==> config.mk <==
export PLATFORM = sky130hd
export DESIGN_NAME = sched_req_arbiter
export DESIGN_NICKNAME = d
export VERILOG_FILES = /design/src/rtl/sched_req_arbiter.sv
export SDC_FILE = /design/constraint.sdc
export NUM_CORES = 1
export LEC_CHECK = 0
export BUFFER_PORTS_ARGS = -buffer_cell sky130_fd_sc_hd__buf_2
export CELL_PAD_IN_SITES_DETAIL_PLACEMENT = 1
export CELL_PAD_IN_SITES_GLOBAL_PLACEMENT = 1
export CORE_ASPECT_RATIO = 1.75
export CORE_MARGIN = 4
export CORE_UTILIZATION = 38
export DETAILED_ROUTE_END_ITERATION = 8
export PLACE_DENSITY = 0.91
export SYNTH_ARGS = -nofsm -noshare
export SYNTH_HDL_FRONTEND = slang
export SYNTH_SLANG_ARGS = --single-unit
export TNS_END_PERCENT = 5
==> constraint.sdc <==
create_clock -name clk -period 2.1 [get_ports clk]
set_input_delay 0.105 -clock clk [delete_from_list [all_inputs] [get_ports clk]]
set_output_delay 0.105 -clock clk [all_outputs]
set_load 0.01 [all_outputs]
==> src/rtl/sched_req_arbiter.sv <==
// rtl/sched_req_arbiter.sv - round-robin front end sharing one schedule selector among NUM_REQ clients
// One transaction at a time: arbitrate, validate context, pulse sel_ev, await sel_tx or time out, grant.
module sched_req_arbiter #(
  parameter int NUM_REQ   = 4,
  parameter int CTX_W     = 32,
  parameter int NUM_SCHED = 3,
  parameter int TIMEOUT   = 8
) (
  input  logic                     clk,
  input  logic                     rst,
  input  logic [NUM_REQ-1:0]       req,
  input  logic [NUM_REQ*CTX_W-1:0] req_context,
  output logic [NUM_REQ-1:0]       gnt,
  output logic                     done_valid,
  output logic [2:0]               done_id,
  output logic [CTX_W-1:0]         done_schedule,
  output logic                     done_error,
  output logic                     busy,
  output logic                     sel_ev,
  output logic [CTX_W-1:0]         sel_context,
  input  logic                     sel_tx,
  input  logic [CTX_W-1:0]         sel_schedule,
  output logic [15:0]              err_count
);

  localparam int WCW = (TIMEOUT > 2) ? $clog2(TIMEOUT) : 1;

  typedef enum logic [2:0] {
    S_IDLE,
    S_CHECK,
    S_ISSUE,
    S_WAIT,
    S_RESP,
    S_GAP
  } state_t;

  state_t           state, state_nxt;
  logic [2:0]       rr_ptr;
  logic [2:0]       cur_id;
  logic [CTX_W-1:0] cur_ctx;
  logic [WCW-1:0]   wait_cnt;
  logic             win_found;
  logic [2:0]       win_id;
  logic [CTX_W-1:0] win_ctx;
  logic             ctx_ok;
  logic             timeout_hit;

  // Search offsets 0..NUM_REQ-1 from rr_ptr; the second compare handles wrap-around.
  always_comb begin
    win_found = 1'b0;
    win_id    = '0;
    win_ctx   = '0;
    for (int k = 0; k < NUM_REQ; k++) begin
      for (int i = 0; i < NUM_REQ; i++) begin
        if (!win_found && req[i] &&
            ((i == int'(rr_ptr) + k) || (i == int'(rr_ptr) + k - NUM_REQ))) begin
          win_found = 1'b1;
          win_id    = 3'(i);
          win_ctx   = req_context[i*CTX_W +: CTX_W];
        end
      end
    end
  end

  assign ctx_ok      = (cur_ctx != '0) && (cur_ctx <= CTX_W'(NUM_SCHED));
  assign timeout_hit = (wait_cnt == WCW'(TIMEOUT - 1));

  always_ff @(posedge clk) begin
    if (rst) state <= S_IDLE;
    else     state <= state_nxt;
  end

  always_comb begin
    state_nxt = state;
    case (state)
      S_IDLE:  if (win_found) state_nxt = S_CHECK;
      S_CHECK: state_nxt = ctx_ok ? S_ISSUE : S_RESP;
      S_ISSUE: state_nxt = S_WAIT;
      S_WAIT:  if (sel_tx || timeout_hit) state_nxt = S_RESP;
      S_RESP:  state_nxt = S_GAP;
      S_GAP:   state_nxt = S_IDLE;
      default: state_nxt = S_IDLE;
    endcase
  end

  // Result fields are loaded on entry to RESP so they are valid during the grant and hold afterwards.
  always_ff @(posedge clk) begin
    if (rst) begin
      rr_ptr        <= '0;
      cur_id        <= '0;
      cur_ctx       <= '0;
      wait_cnt      <= '0;
      sel_context   <= '0;
      done_id       <= '0;
      done_schedule <= '0;
      done_error    <= 1'b0;
      err_count     <= '0;
    end else begin
      case (state)
        S_IDLE: begin
          if (win_found) begin
            cur_id  <= win_id;
            cur_ctx <= win_ctx;
          end
        end
        S_CHECK: begin
          if (ctx_ok) begin
            sel_context <= cur_ctx;
          end else begin
            done_id       <= cur_id;
            done_schedule <= '0;
            done_error    <= 1'b1;
          end
        end
        S_ISSUE: wait_cnt <= '0;
        S_WAIT: begin
          if (sel_tx) begin
            done_id       <= cur_id;
            done_schedule <= sel_schedule;
            done_error    <= 1'b0;
          end else if (timeout_hit) begin
            done_id       <= cur_id;
            done_schedule <= '0;
            done_error    <= 1'b1;
          end else begin
            wait_cnt <= wait_cnt + 1'b1;
          end
        end
        S_RESP: begin
          rr_ptr <= (cur_id == 3'(NUM_REQ - 1)) ? 3'd0 : cur_id + 3'd1;
          if (done_error && (err_count != 16'hFFFF)) err_count <= err_count + 16'd1;
        end
        default: ;
      endcase
    end
  end

  assign busy       = (state != S_IDLE);
  assign sel_ev     = (state == S_ISSUE);
  assign done_valid = (state == S_RESP);
  assign gnt        = done_valid ? ({{(NUM_REQ-1){1'b0}}, 1'b1} << cur_id) : '0;

endmodule

==> results.yml <==
power_and_ir_drop:
  pwr_density_cell_nw_per_um2: 640
  p_sw_mw: 2.35
  leakagePower_nw: 5.15
  seq_power_share_pct: 33.6
  sw_frac_of_total_pct: 30.6
  p_comb_share_pct: 22.9
  clkPwrFrac_pct: 43.5
  ir_drop_v: 0.000633
  internal_power_mw: 5.33
cells_and_area:
  syn_to_final_growth_pct: 37.6
  fin_nets: 1563
  fin_util_pct: 53.0
  drive_gt1_share_pct: 33.0
clock_network:
  root_buffer: "clkbuf_16"
  cts_tree: "yes"
  clkLatencyLatePin_ns: 0.44
  clkSinkCount: 125
  htree_num_levels: 4
  clockBufferDepth: 2
  cts_buffers: 17
  clk_pin_slew_ns: 0.06
sta:
  worst_pin_slew_ns: 0.632
  setup_viol: 15
  min_period_ns: 2.18
  rsz0062_at_grt: "true"
  max_freq_ghz: 0.460
  final_hold_viol_count: 0
  fin_crit_sh_pct: 104
  slew_headroom_pct: 57.4
  worst_slack_ns: -0.0761
  skew_ns: 0.00999
  whs_ns: 0.0160
  drv_slew: 0
synthesis:
  yosysTopAreaCell: "dfxtp_1"
  yosysWarnings: 0
  syn_area_per_cell_um2: 8.09
  synth_area_leaders: "dfxtp_1 29%, a22o_1 5.3%, o22ai_1 4.9%, o21ai_0 3.8%, nor2_1 3.7%"
  ys_seq_elements: 125
  async_flop_share_pct: 0
  yosysUniqueCellTypes: 91
  syn_nets: 1253
  ys_seq_area_share_pct: 28.7
  synth-edff-count: 0
  synth_top_area_share_pct: 28.7
  syn_inst: 1079
  syn-cell-area_um2: 8730
  ys.flop_type: "dfxtp_1"
global_route:
  grtUsageTotal_pct: 34.6
  grt_pass1_vias: 12200
  grt_max_degree: 40
  grt_pass1_wl_um: 68600
  antenna_found_initial: 4
  gr-total-overflow: 0
critical_path:
  r2r_cells: 8
  start_kind: "flip-flop"
  crit_type: "reg -> reg"
  worstSetupEndpointType: "flip-flop"
  critPathMaxStageDelay_ns: 0.39
  worstPathMaxFanout: 19
  crit_required_ns: 2.42
  crit_cells: 8
  arrival_ns: 2.49
  critPathTopFamily: "compound AO/OA/AOI/OAI gates"
  path_buf_inv: 2
  cp_slowest_cell: "dfxtp_4"
  cp_cell_sequence: "buf_12 > or3b_1 > a211o_1 > a21oi_2 > buf_4 > nor3_1 > o21ai_1 > a31oi_1"
die:
  die_y_um: 209
  die_x_um: 123
  initial_core_util_pct: 38.5
  top_level_ports: 258
  std_cell_rows: 73
  die_area_um2: 25600
  core_um2: 22700
min_path:
  holdPathStages: 3
  hold_class: "in -> reg"
placement:
  dpl.hpwl_um: 31800
  port_buffers: 256
  finalWeightedCongestion: 0.990
drt:
  vias_per_cell: 6.87
  vias: 11700
  antenna_left: 0
  remaining_drc_errors: 0
  routed.top_layer: "met5"
  wl_met2_um: 23000
  dr.pass1.iters: 6
  wl_um: 47000
  first_iter_violations: 1337
  dr_wl_met3_um: 4540
  routedWlPerCell_um: 27.6
  met1Wirelength_um: 14800
status:
  violations: "negative setup slack"
  status: "finished, violations left"
run:
  maxCapViolations: 0
==> cells by family after synthesis <==
logic type	count (synthesis)	share of synthesized area, %
AOI/OAI and AO/OA	442	36.4
other	1	0.0430
DFF	125	28.7
and+or+nand+nor	367	23.8
buffers and inverters	113	7.55
adders and majority gates	7	1.00
xor gates and xnor gates	15	1.50
muxes	9	1.03
==> worst paths after layout <==
| kind | endpoint | slack (ns) | start |
|---|---|---|---|
| setup / recovery | cur_ctx[14]$_SDFFE_PP0P_ | -0.08 | rr_ptr[1]$_SDFFE_PP0P_ |
| hold / removal | cur_ctx[23]$_SDFFE_PP0P_ | 0.02 | req_context[119] |
| setup reg to reg | cur_ctx[14]$_SDFFE_PP0P_ | -0.08 | rr_ptr[1]$_SDFFE_PP0P_ |
| hold reg to reg | sel_context[30]$_SDFFE_PP0P_ | 0.46 | sel_context[30]$_SDFFE_PP0P_ |
==> cell usage after synthesis (17+ instances only) <==
cell type	number
a221oi_1	31
a22oi_1	17
and2_1	35
nand3_1	50
nor2_1	87
dfxtp_1	125
o21ai_0	66
buf_2	41
a22o_1	53
nand2_1	72
clkbuf_1	29
o22ai_1	68
a21oi_1	58
a32oi_1	20
buf_6	17
==> worst min-delay path: stages <==
cell and delay (ns):
buf_2 0.12, o22ai_1 0.11, nor3_1 0.07
==> sequential cells by signal, summed over array words and instances, names as in the netlist <==
signal,cells
done_error,1
cur_ctx,32
err_count,16
done_schedule,32
state,3
wait_cnt,3
rr_ptr,2
sel_context,32
cur_id,2
done_id,2
==> repair_timing <==
action	in CTS	in global routing
endpoints found under the setup margin	24	105
endpoints found under the hold margin	32	0
pin swaps	0	10
gates resized for setup	9	39
setup buffers	0	5
cloned	0	1
hold buffers	32	0
==> placed cells by master (no fill, tap or decap), types with 9 or more instances in the layout <==
master           n
o21ai_0         65
a22oi_1         17
nand3_1         50
o311ai_1        15
o21ai_1         13
nor3_1          11
buf_4           82
nand2_1         71
dfxtp_1        123
and2_1          35
nor2_1          84
buf_12          20
a22o_1          53
inv_1           10
xor2_1          13
a32oi_1         20
a21oi_1         56
dlygate4sd3_1   32
mux2i_1          9
nand4_1         13
o22ai_1         66
clkbuf_16       18
buf_2          256
a221oi_1        24
a31oi_1         15
==> power by group through the flow <==
stage               registers, mW  clock network [mW]  logic, mW
floorplan                    2.57                   0      0.868
global placement             2.61                   0       1.49
detailed placement           2.62                   0       1.55
CTS                          2.57                3.36       1.62
global route                 2.59                3.48       1.87
finish                       2.58                3.34       1.76
==> routing by layer <==
layer / global-route usage (%) / up-vias
met1: 33.7 / 5535
met2: 58.9 / 971
met3: 8.87 / 375
li1: - / 4848
met4: 30.1 / 2
met5: 0 / -
==> cell type report <==
type                    instances  area, um2
diodes                          5       12.5
flip-flops and latches        125       2510
well taps                     300        375
clock inverters                13        214
inverters                      11       41.3
repair buffers                393       2670
fillers                      2784      10600
multi-input cells             841       5760
clock buffers                  19        433
==> metrics by stage <==
stage          setup WS [ns]  std cells  total power [mW]  instance area (um2)  setup TNS [ns]
2_1_floorplan          0.266       1079              3.44                 8730               0
3_3_place_gp         0.00350       1632              4.10                10800               0
3_5_place_dp         -0.0570       1632              4.17                10800          -0.208
4_1_cts              -0.0429       1696              7.54                11800          -0.129
5_1_grt              -0.0882       1704              7.94                12000           -1.19
6_report             -0.0761       1707              7.69                12000          -0.436
(Power assumes the default switching activity.)
